**src/rtl/regfile_write_sequencer.sv**
```systemverilog
// -----------------------------------------------------------------------------
// regfile_write_sequencer
//
// Front-end for a 4-entry register file. It queues write and read commands in
// a small FIFO and executes them strictly in order. Each write becomes one
// clean single-cycle low pulse on write_enable, with sel and data held stable
// on both sides of the pulse. Each read forces a sel transition so the
// register file refreshes data_out. The sampled value is then returned with a
// valid/ready response handshake.
//
// Ports:
//   clk, reset_n          clock; asynchronous active-low reset
//   cmd_valid/cmd_ready   command handshake (cmd_ready = FIFO not full)
//   cmd_write             1 = write, 0 = read
//   cmd_sel, cmd_data     target register and write data
//   rsp_valid/rsp_ready   read response handshake
//   rsp_data, rsp_sel     read value and the register it came from
//   rf_sel, rf_data_in    register file select and write data
//   rf_write_enable       register file write enable; idles high
//   rf_data_out           register file read data
//   busy                  FSM active or commands still queued
// -----------------------------------------------------------------------------
module regfile_write_sequencer #(
   parameter int INPUT_SIZE = 8,
   parameter int FIFO_DEPTH = 4
) (
   input  logic                  clk,
   input  logic                  reset_n,
   input  logic                  cmd_valid,
   output logic                  cmd_ready,
   input  logic                  cmd_write,
   input  logic [1:0]            cmd_sel,
   input  logic [INPUT_SIZE-1:0] cmd_data,
   output logic                  rsp_valid,
   input  logic                  rsp_ready,
   output logic [INPUT_SIZE-1:0] rsp_data,
   output logic [1:0]            rsp_sel,
   output logic [1:0]            rf_sel,
   output logic [INPUT_SIZE-1:0] rf_data_in,
   output logic                  rf_write_enable,
   input  logic [INPUT_SIZE-1:0] rf_data_out,
   output logic                  busy
);

   localparam int PTR_W = $clog2(FIFO_DEPTH);
   localparam int CNT_W = PTR_W + 1;

   typedef enum logic [2:0] {
      IDLE, W_SETUP, W_STROBE, W_HOLD, R_ALT, R_SEL, R_RESP
   } state_t;

   typedef struct packed {
      logic                  write;
      logic [1:0]            sel;
      logic [INPUT_SIZE-1:0] data;
   } cmd_t;

   // ---------------------------------------------------------------- FIFO
   cmd_t             fifo_mem [FIFO_DEPTH];
   logic [PTR_W-1:0] wr_ptr;
   logic [PTR_W-1:0] rd_ptr;
   logic [CNT_W-1:0] count;
   logic             push;
   logic             pop;
   logic             empty;
   cmd_t             head;
   cmd_t             cmd_in;

   state_t state_q;
   state_t state_d;
   logic [1:0] rd_sel;  // register targeted by the read in progress

   assign empty     = (count == '0);
   assign cmd_ready = (count != CNT_W'(FIFO_DEPTH));
   assign push      = cmd_valid && cmd_ready;
   assign pop       = (state_q == IDLE) && !empty;
   assign head      = fifo_mem[rd_ptr];
   assign cmd_in    = '{write: cmd_write, sel: cmd_sel, data: cmd_data};
   assign busy      = (state_q != IDLE) || !empty;

   // NOTE: FIFO storage is deliberately not reset; an entry is only read
   // after it has been written, so a reset here would only cost logic.
   always_ff @(posedge clk) begin
      if (push) fifo_mem[wr_ptr] <= cmd_in;
   end

   // NOTE: sequential state uses non-blocking assignments so every register
   // samples pre-edge values, independent of statement order.
   always_ff @(posedge clk or negedge reset_n) begin
      if (!reset_n) begin
         wr_ptr <= '0;
         rd_ptr <= '0;
         count  <= '0;
      end else begin
         if (push) wr_ptr <= wr_ptr + PTR_W'(1);
         if (pop)  rd_ptr <= rd_ptr + PTR_W'(1);
         case ({push, pop})
            2'b10:   count <= count + CNT_W'(1);
            2'b01:   count <= count - CNT_W'(1);
            default: count <= count;
         endcase
      end
   end

   // ------------------------------------------------------------- FSM
   always_ff @(posedge clk or negedge reset_n) begin
      if (!reset_n) state_q <= IDLE;
      else          state_q <= state_d;
   end

   // NOTE: state_d gets a default before the case so no path leaves it
   // unassigned, which would otherwise infer a latch.
   always_comb begin
      state_d = state_q;
      case (state_q)
         IDLE:     if (!empty) state_d = head.write ? W_SETUP : R_ALT;
         W_SETUP:  state_d = W_STROBE;
         W_STROBE: state_d = W_HOLD;
         W_HOLD:   state_d = IDLE;
         R_ALT:    state_d = R_SEL;
         R_SEL:    state_d = R_RESP;
         R_RESP:   if (rsp_ready) state_d = IDLE;
         default:  state_d = IDLE;
      endcase
   end

   // -------------------------------------------------------- datapath
   // write_enable is registered rather than decoded from the state so the
   // register file sees a glitch-free strobe. Reset forces it high at once,
   // which is a rising edge and therefore never a spurious capture.
   always_ff @(posedge clk or negedge reset_n) begin
      if (!reset_n) begin
         rf_write_enable <= 1'b1;
         rf_sel          <= '0;
         rf_data_in      <= '0;
         rd_sel          <= '0;
         rsp_valid       <= 1'b0;
         rsp_data        <= '0;
         rsp_sel         <= '0;
      end else begin
         rf_write_enable <= (state_d != W_STROBE);
         case (state_q)
            IDLE: begin
               if (pop) begin
                  rd_sel <= head.sel;
                  if (head.write) begin
                     rf_sel     <= head.sel;
                     rf_data_in <= head.data;
                  end else begin
                     // Move sel away first so the return to the target is
                     // a real transition and data_out is refreshed.
                     rf_sel <= ~head.sel;
                  end
               end
            end
            R_ALT: rf_sel <= rd_sel;
            R_SEL: begin
               rsp_data  <= rf_data_out;
               rsp_sel   <= rd_sel;
               rsp_valid <= 1'b1;
            end
            R_RESP: if (rsp_ready) rsp_valid <= 1'b0;
            default: ;
         endcase
      end
   end

endmodule

```
**config.mk**
```make
export PLATFORM = sky130hd
export DESIGN_NAME = regfile_write_sequencer
export DESIGN_NICKNAME = d
export VERILOG_FILES = /design/src/rtl/regfile_write_sequencer.sv
export SDC_FILE = /design/constraint.sdc
export NUM_CORES = 1
export LEC_CHECK = 0
export ABC_AREA = 1
export BUFFER_PORTS_ARGS = -buffer_cell sky130_fd_sc_hd__buf_2
export CAP_MARGIN = 5
export CORE_ASPECT_RATIO = 0.75
export CORE_MARGIN = 1.5
export CORE_UTILIZATION = 30
export DETAILED_ROUTE_END_ITERATION = 16
export HOLD_SLACK_MARGIN = 0.02
export MAX_ROUTING_LAYER = met4
export PLACE_DENSITY_LB_ADDON = 0.1
export SYNTH_ARGS = -nofsm -noshare
export SYNTH_HDL_FRONTEND = slang
export SYNTH_SLANG_ARGS = --single-unit
export TNS_END_PERCENT = 100
```
**constraint.sdc**
```tcl
create_clock -name clk -period 2.2 [get_ports clk]
set_clock_uncertainty 0.15 [all_clocks]
set_input_delay 0.33 -clock clk [delete_from_list [all_inputs] [get_ports clk]]
set_output_delay 0.33 -clock clk [all_outputs]
set_load 0.1 [all_outputs]
```
==> qor.txt <==
========================================================================================
Register-to-register setup slack                                                 0.18 ns
Yosys warning count                                                                    0
Avg WL per Cell                                                                  13.7 um
Antenna cell count                                                                     0
Area growth from synthesis to final layout                                         19.8%
Synthesized cell area                                                       0.00333 mm^2
Routed via count                                                                   2,233
Met1 Track Usage GR                                                                0.172
Final setup violation count                                                            0
Post-route design area                                                      0.00399 mm^2
Io pins                                                                               47
Die Y                                                                            94.3 um
Post-detailed-route via-to-cell ratio                                               4.32
Via count of the first global-routing pass                                         2,178
Instance count on the critical path                                                    9
Worst slew pin tran                                                             0.799 ns
Distinct cell type count after synthesis                                              26
Maximum capacitance violations                                                         0
Total wirelength of the detailed-routed design                                   7080 um
Average size of a mapped cell                                                  10.5 um^2
Critical setup path kind                                                    register to register
Gpl congestion                                                                     0.694
Clk pin slew, worst setup/hold paths                                             0.06 ns
Dpl cell area                                                               0.00372 mm^2
Worst reg-to-reg path cell count                                                       9
Max FO, Critical Path                                                                  6
Portion of the post-synthesis area used by sequential elements                     0.653
Die width                                                                         125 um
Global routing usage summed across all routing layers                              0.134
Setup crit end kind                                                             register
Final-stage net count                                                                401
Number of instances in the synthesized netlist                                       317
Half-perimeter wire length after detailed placement                              4730 um
Met2 track demand over resource in global routing                                  0.201
CTS Root Cell                                                               sky130_fd_sc_hd__clkbuf_16
Top Usage Layer GRT                                                                 met2
Post-route setup slack                                                          0.181 ns
Startpoint of the worst setup timing path                                   state_q[2]$_DFF_PN0_
Antenna violations before repair                                                       0
Antenna Violating Nets Remaining                                                       0
Number of hold violations in the final report                                          0
Die Outline Area                                                             0.0117 mm^2
Unrepaired setup endpoints after global routing                                       no
Number of nets in the synthesized netlist                                            346
Met3 track utilization from global routing                                        0.0416
Aggregate negative setup slack                                                      0 ns
Max Root-Sink Buffers                                                                  2
Cell family with most CP delay                                               adder cells
DRC violation total after the first TritonRoute iteration                            124
Launching point of the worst reg2reg path                                   state_q[2]$_DFF_PN0_
Maximum achievable frequency                                                     495 MHz
Max-slew headroom                                                                  0.468
Cell Count, Final, Fillers Out                                                       517
Share of post-route cells with drive strength above 1                              0.231
DRC viols                                                                              0
Slowest cell delay on critical path                                              0.44 ns
Endpoint of the most critical register-to-register path                     count[2]$_DFFE_PN0P_
Clock tree from TritonCTS                                                            yes
Layout fillers                                                                     1,104
Standard cell core area                                                      0.0109 mm^2
Sequential standard cell area                                               0.00217 mm^2
Portion of the clock cycle consumed by the worst path in the final layout          0.918
Worst Hold Class                                                            input port to register
Post-layout minimum cycle time                                                   2.02 ns
Combined area of the multi-input logic cells                                    983 um^2
Initial standard-cell utilization of the core                                      0.307
List of cells traversed by the critical path                                inv_2, nand2_1, nor2_4, ha_1, inv_1, fa_1, a21oi_1, o21ai_1, xor2_1
Sort of element at the start of the critical path                               register
Number of instances in the placed design                                             500
Pins Over Slew Limit                                                                   0
First-pass GRT wire length                                                     11,400 um
Row cnt                                                                               33
Worst EP arrival                                                                 2.08 ns
Worst-Skew Late Latency                                                          0.34 ns
Crit path max-delay cell type                                               sky130_fd_sc_hd__dfrtp_1
Total congestion overflow after global routing                                         0
Number of clock buffers inserted by TritonCTS                                          9
Worst Path Buf+Inv                                                                     2
Depth of the CTS H-tree                                                                3
Register bit total from synthesis                                                     78
Status                                                                      finished, final reports clean
Pre-CTS WS                                                                      0.179 ns
Number of port buffers                                                                46
Pin count of the biggest net entering global routing                                  35
Number of post-CTS setup repair buffers                                                0
First-pass iteration count of the detailed router                                      4
Worst setup path end                                                        count[2]$_DFFE_PN0P_
CP required                                                                      2.26 ns
TritonCTS sink count                                                                  78
========================================================================================
## repair_timing
action,in CTS,in global routing
hold buffers,1,0
setup endpoints to repair,0,0
gates resized for setup,0,0
endpoints found under the hold margin,33,0
## sequential cells by signal (all words and copies together) (netlist names)
signal           cells
rf_data_in           8
rd_sel               2
rsp_valid            1
state_q              3
fifo_mem            44
rf_write_enable      1
rsp_data             8
rsp_sel              2
wr_ptr               2
rd_ptr               2
rf_sel               2
count                3
## cell families (layout without fill, tap and decap cells)
family,after synthesis,after routing,synth area share
adders and majority gates,6,6,0.0248
and+or+nand+nor,157,157,0.195
AOI/OAI and AO/OA,37,37,0.0594
xor gates and xnor gates,4,4,0.0105
buffers and inverters,35,95,0.0582
DFF,78,78,0.653
## cells in the mapped netlist
master | count | area, um^2
sky130_fd_sc_hd__nor2_1 | 36 | 135
sky130_fd_sc_hd__buf_6 | 5 | 56.3
sky130_fd_sc_hd__o21ai_1 | 3 | 15.0
sky130_fd_sc_hd__dfrtp_1 | 33 | 826
sky130_fd_sc_hd__inv_2 | 4 | 15.0
sky130_fd_sc_hd__nand2_2 | 7 | 43.8
sky130_fd_sc_hd__o21ai_0 | 27 | 135
sky130_fd_sc_hd__dfstp_2 | 1 | 26.3
sky130_fd_sc_hd__o211ai_1 | 1 | 7.51
sky130_fd_sc_hd__buf_4 | 4 | 30.0
sky130_fd_sc_hd__xor2_1 | 3 | 26.3
sky130_fd_sc_hd__a31oi_1 | 2 | 12.5
sky130_fd_sc_hd__ha_1 | 5 | 62.6
sky130_fd_sc_hd__inv_1 | 19 | 71.3
sky130_fd_sc_hd__nor2_2 | 1 | 6.26
sky130_fd_sc_hd__buf_2 | 2 | 10.0
sky130_fd_sc_hd__o21ai_2 | 1 | 8.76
sky130_fd_sc_hd__fa_1 | 1 | 20.0
sky130_fd_sc_hd__xnor2_1 | 1 | 8.76
sky130_fd_sc_hd__a21oi_1 | 2 | 10.0
sky130_fd_sc_hd__inv_8 | 1 | 11.3
sky130_fd_sc_hd__nor2_4 | 2 | 22.5
sky130_fd_sc_hd__o221ai_1 | 1 | 8.76
sky130_fd_sc_hd__nand3_1 | 19 | 95.1
sky130_fd_sc_hd__nand2_1 | 92 | 345
sky130_fd_sc_hd__edfxtp_1 | 44 | 1320
## worst min path at each step
| stage | slack [ns] | start | end | depth (start not counted) |
|---|---|---|---|---|
| floorplan | -0.12 | reset_n | count[0]$_DFFE_PN0P_ | 0 |
| global placement | 0.30 | rsp_data[6]$_DFFE_PN0P_ | rsp_data[6]$_DFFE_PN0P_ | 2 |
| detailed placement | 0.30 | rsp_data[1]$_DFFE_PN0P_ | rsp_data[1]$_DFFE_PN0P_ | 2 |
| CTS | 0.04 | rf_data_out[6] | rsp_data[6]$_DFFE_PN0P_ | 3 |
| global route | 0.04 | rf_data_out[7] | rsp_data[7]$_DFFE_PN0P_ | 3 |
| finish | 0.04 | rf_data_out[7] | rsp_data[7]$_DFFE_PN0P_ | 3 |
## cells in the final DEF (no fill, tap or decap), drive strengths merged
master,instances
dfrtp,33
buf,54
xnor2,1
a31oi,2
clkbuf,12
dlygate4sd3,1
edfxtp,44
a21oi,2
xor2,3
o21ai,31
clkinv,2
o211ai,1
inv,24
nor2,39
nand2,99
o221ai,1
dfstp,1
ha,5
fa,1
clkinvlp,2
nand3,19
## layer usage
layer | wire length [um] | vias up
met1 | 3620 | 1056
li1 | - | 1146
met4 | 75 | 0
met2 | 3190 | 25
met5 | 0 | -
met3 | 197 | 6
## per-stage QoR
| step | hold slack, ns | utilization |
|---|---|---|
| 2_1_floorplan | -0.116 | - |
| 3_3_place_gp | 0.300 | 0.343 |
| 3_5_place_dp | 0.304 | 0.343 |
| 4_1_cts | 0.0352 | 0.368 |
| 5_1_grt | 0.0358 | 0.368 |
| 6_report | 0.0426 | 0.368 |
## layout make-up
class / instances / area share
multi-input cells: 204 / 0.246
repair buffers: 55 / 0.0752
flip-flops and latches: 78 / 0.545
clock inverters: 4 / 0.00627
clock buffers: 12 / 0.0592
inverters: 24 / 0.0245
well taps: 140 / 0.0439
## tightest hold or removal path, cell delays in order
cell	delay [ns]
sky130_fd_sc_hd__buf_2	0.07
sky130_fd_sc_hd__nand2_1	0.04
sky130_fd_sc_hd__nand2_1	0.05
Power is not shown: default switching activity piles up to over one toggle a cycle in this logic, so the estimate is an artifact.
